===== src/rtl/rr_grant_ctrl.sv =====
// rr_grant_ctrl: takes one arbiter winner at a time, holds a one-hot grant until done,
// the requester drops its line, or the hold timer expires; one idle bubble between grants.
module rr_grant_ctrl #(
  parameter int TIMEOUT_CYC = 16
) (
  input  logic       clk,
  input  logic       rst,
  input  logic [1:0] Next_priority,
  input  logic       Data_Valid,
  input  logic [3:0] Req_bus,
  input  logic       Done,
  output logic       Arb_ack,
  output logic [3:0] Grant,
  output logic [1:0] Grant_idx,
  output logic       Grant_valid,
  output logic       Timeout
);
  typedef enum logic [1:0] {IDLE, GRANT, RELEASE} state_t;
  state_t     r_state;
  logic [7:0] r_cnt;
  logic       w_drop, w_to, w_exit;
  always_comb begin
    w_drop = !Req_bus[Grant_idx];
    w_to   = r_cnt == 8'(TIMEOUT_CYC - 1);
    w_exit = Done || w_drop || w_to;
  end
  always_ff @(posedge clk) begin
    if (!rst) begin
      r_state     <= IDLE;
      r_cnt       <= 8'd0;
      Grant       <= 4'b0000;
      Grant_idx   <= 2'b00;
      Grant_valid <= 1'b0;
      Arb_ack     <= 1'b0;
      Timeout     <= 1'b0;
    end else begin
      Arb_ack <= 1'b0;
      Timeout <= 1'b0;
      case (r_state)
        IDLE: if (Data_Valid) begin
          r_state     <= GRANT;
          Grant_idx   <= Next_priority;
          Grant       <= 4'b0001 << Next_priority;
          Grant_valid <= 1'b1;
          Arb_ack     <= 1'b1;
          r_cnt       <= 8'd0;
        end
        GRANT: if (w_exit) begin
          r_state     <= RELEASE;
          Grant       <= 4'b0000;
          Grant_valid <= 1'b0;
          r_cnt       <= 8'd0;
          // done and drop outrank the timer, so only a pure expiry pulses Timeout
          Timeout     <= !Done && !w_drop;
        end else begin
          r_cnt <= r_cnt + 8'd1;
        end
        default: r_state <= IDLE;
      endcase
    end
  end
endmodule


===== config.mk =====
export PLATFORM = sky130hd
export DESIGN_NAME = rr_grant_ctrl
export DESIGN_NICKNAME = d
export VERILOG_FILES = /design/src/rtl/rr_grant_ctrl.sv
export SDC_FILE = /design/constraint.sdc
export NUM_CORES = 1
export LEC_CHECK = 0
export CAP_MARGIN = 20
export CORE_MARGIN = 2
export CORE_UTILIZATION = 35
export CTS_CLUSTER_DIAMETER = 40
export DETAILED_ROUTE_END_ITERATION = 10
export PLACE_DENSITY = 0.62
export SETUP_SLACK_MARGIN = 0.4
export SYNTH_ARGS = -nofsm -noshare
export SYNTH_HDL_FRONTEND = slang
export SYNTH_SLANG_ARGS = --single-unit

===== constraint.sdc =====
create_clock -name clk -period 1.3 [get_ports clk]
set_input_delay 0.26 -clock clk [delete_from_list [all_inputs] [get_ports clk]]
set_output_delay 0.26 -clock clk [all_outputs]
set_load 0.05 [all_outputs]

==> results.yml <==
status:
  status: "complete, but fails checks"
  violations: "setup timing"
pwr:
  p_total_uw: 1310
  p_per_area_nw_per_um2: 831
  combPwrFrac_pct: 28.3
  p_switching_uw: 395
  clockPowerShare_pct: 23.6
  vdd_drop_max_uv: 844
  p_seq_share_pct: 48.0
  p_int_uw: 917
  p_leak_uw: 0.000587
  switching_share_pct: 30.1
sta:
  max_freq_mhz: 737
  slew_headroom_pct: 81.7
  period_share_pct: 104
  rsz0062_at_grt: "yes"
  finalHoldViolCount: 0
  slew_violations: 0
  worst_slew_pin_slew_ns: 0.273
  finalSetupTns_ns: -0.211
  fin_skew_ns: 0.00494
  setup_viol: 9
  hold_slack_ns: 0.479
  fin_ws_ns: -0.0572
  post-route-min-period_ns: 1.36
clock_network:
  cts_buffers: 3
  cts_hold_buf: 0
  htree_num_levels: 1
  insertion_delay_ns: 0.30
  cts_tree: "yes"
  cts.sinks: 19
  cts_root_buffer: "clkbuf_4"
  clk_pin_slew_ns: 0.11
  cts_buffer_depth: 2
layout:
  stdcell_area_um2: 1580
  n_fill_cell: 190
  final_nets: 158
  syn2layout_area_growth_pct: 77.2
  drive_gt1_share_pct: 52.1
  diodes: 0
  fin_util_pct: 64.3
drt:
  drt-initial-drc-count: 15
  drc_errors: 0
  via_per_inst: 5.19
  vias: 913
  firstDrtPassIters: 4
  ant_nets: 0
  wire_per_inst_um: 14.0
  routed_wl_um: 2470
floorplan:
  die_width_um: 54.5
  fp.coreArea_um2: 2450
  num_rows: 18
  ios: 19
  dieArea_um2: 2960
  start_util_pct: 36.3
  die_h_um: 54.5
critical_path:
  r2r_start: "r_cnt[1]"
  crit_arrival_ns: 1.58
  cp_slowest_cell: "dfxtp_2"
  r2r_slack_ns: -0.06
  r2r_end: "r_cnt[5]"
  r2r_cells: 5
  startpoint: "r_cnt[1]"
  worstSetupPathType: "reg2reg"
  cp_slowest_stage_delay_ns: 0.35
  worst-path-max-fanout: 6
  critPathCapture: "r_cnt[5]"
  crit_path_start_kind: "register"
  end_kind: "register"
  required_ns: 1.52
  path_cells: "ha_4 > and3_4 > a21oi_4 > nand2_4 > o311ai_1"
placed_design:
  gp_congestion: 0.808
  dp_hpwl_um: 1730
  io_buffers: 18
  placed_area_um2: 1410
job:
  maxCapViolCount: 0
grt:
  grt_antenna_before_repair: 0
  gr-usage-all-layers_pct: 19.3
  grt_start_max_net_pins: 14
  overflow: 0
  grt_pass1_vias: 863
  gr-usage-met1_pct: 24.9
  grt_pass1_wl_um: 4040
  grt_use_met2_pct: 31.3
  top_usage_layer: "met2"
  met3_usage_pct: 5.74
yosys:
  synth_warnings: 0
  synthXorXnorAreaFrac_pct: 2.95
  ys_top_cells_by_area: "dfxtp_1 43%, nand2_1 5.9%, nand3_1 4.5%, nor2_1 2.9%, a21oi_1 2.8%"
  synthArstFlopShare_pct: 0
  synthMuxAreaShare_pct: 2.25
  synthCells: 101
  synth_top_family_by_area: "simple AND/OR/NAND/NOR gates"
  postSynthNetCount: 112
  yosys.area_share.adder_pct: 1.40
  synth_simple_gate_area_share_pct: 29.8
  yosys-top-cells-count: "19 x dfxtp_1, 14 x nand2_1, 8 x nand3_1, 7 x nor2_1, 5 x a21oi_1"
  synth_area_leader_cell: "dfxtp_1"
  syn-cell-area_um2: 891
  yosys.area.top_type_share_pct: 42.7
  ys_seq_area_share_pct: 42.7
  synth_edf_count: 0
  synth-main-ff-cell: "dfxtp_1"
  post_synth.cell_area_avg_um2: 8.82
  synth_most_common_cell: "dfxtp_1"
  synth_compound_area_share_pct: 18.8
  synth-seq-cells: 19
  synth.distinct_cells: 35
min_path:
  worstHoldPathType: "in2reg"
## state kept, by name, indices dropped and copies added (netlist names)
signal and count:
r_cnt 8, Grant_idx 2, Grant 4, Arb_ack 1, r_state 2, Timeout 1
Grant_valid 1
## power by group through the flow
stage          Sequential (µW)  Clock [µW]  Combinational [µW]
3_5_place_dp               638           0                 319
4_1_cts                    630         311                 360
3_3_place_gp               636           0                 317
6_report                   631         310                 372
5_1_grt                    633         335                 398
2_1_floorplan              685           0                99.6
## metal layers
| layer | routed length [µm] | vias to the layer above |
|---|---|---|
| met3 | 78 | 2 |
| met4 | 20 | 0 |
| li1 | - | 459 |
| met2 | 1250 | 18 |
| met5 | 0 | - |
| met1 | 1120 | 434 |
## how the worst min path moves through the flow
stage,slack (ns),depth (start not counted),end,startpoint
floorplan,0.38,1,Grant[2],Next_priority[0]
global placement,0.49,2,Grant_valid,Grant_valid
detailed placement,0.50,2,Grant[1],Grant[1]
CTS,0.49,3,Grant[2],Data_Valid
global route,0.51,3,Grant[2],Data_Valid
finish,0.48,3,Grant[2],Data_Valid
## critical path: cells and delay by family, from the launching register on
kind / cells / cell delay, ns
AO/OA/AOI/OAI: 2 / 0.48
adder cells (fa/ha/maj): 1 / 0.16
flip-flops: 1 / 0.35
AND/OR/NAND/NOR: 2 / 0.29
## per-stage QoR
stage	setup slack, ns	std cells
6_report	-0.0572	176
5_1_grt	-0.113	176
4_1_cts	-0.0462	175
3_5_place_dp	-0.356	168
3_3_place_gp	-0.338	168
2_1_floorplan	-0.0266	101
## layout make-up
class,count,area [µm²],share of cell area (%)
timing repair buffer,44,495,31.4
sequential,19,403,25.5
tap,30,37.5,2.38
multi-input combinational,78,613,38.8
clock buffer,4,26.3,1.66
inverter,1,3.75,0.238
## cells by family (layout without fill, tap and decap cells)
| logic type | Yosys count | count (layout) |
|---|---|---|
| AOI/OAI and AO/OA | 21 | 22 |
| and+or+nand+nor | 50 | 50 |
| adders and majority gates | 1 | 1 |
| muxes | 2 | 2 |
| buffers and inverters | 5 | 49 |
| DFF | 19 | 19 |
| xor gates and xnor gates | 3 | 3 |
## placed cells by master, fill, tap and decap left out, drive strengths merged
master          n
a211oi          1
a21oi           8
a32oi           1
and2            2
and3            2
buf            35
clkbuf          4
clkdlybuf4s50   7
dfxtp          19
dlygate4sd2     2
ha              1
inv             1
mux2i           2
nand2          16
nand2b          2
nand3           8
nand4           4
nand4b          1
nor2            7
nor3            2
nor4            4
o211ai          1
o21a            1
o21ai           2
o21ba           1
o21bai          1
o22ai           3
o311ai          2
o32ai           1
or2             1
or3             1
xnor2           1
xor2            2
## timing repair
item                                    4_1_cts  5_1_grt
resized for setup                            21       10
cloned                                        1        0
pin swaps                                     9        4
endpoints found under the setup margin       28       28
buffers inserted                              2        1
(Power assumes the default switching activity.)
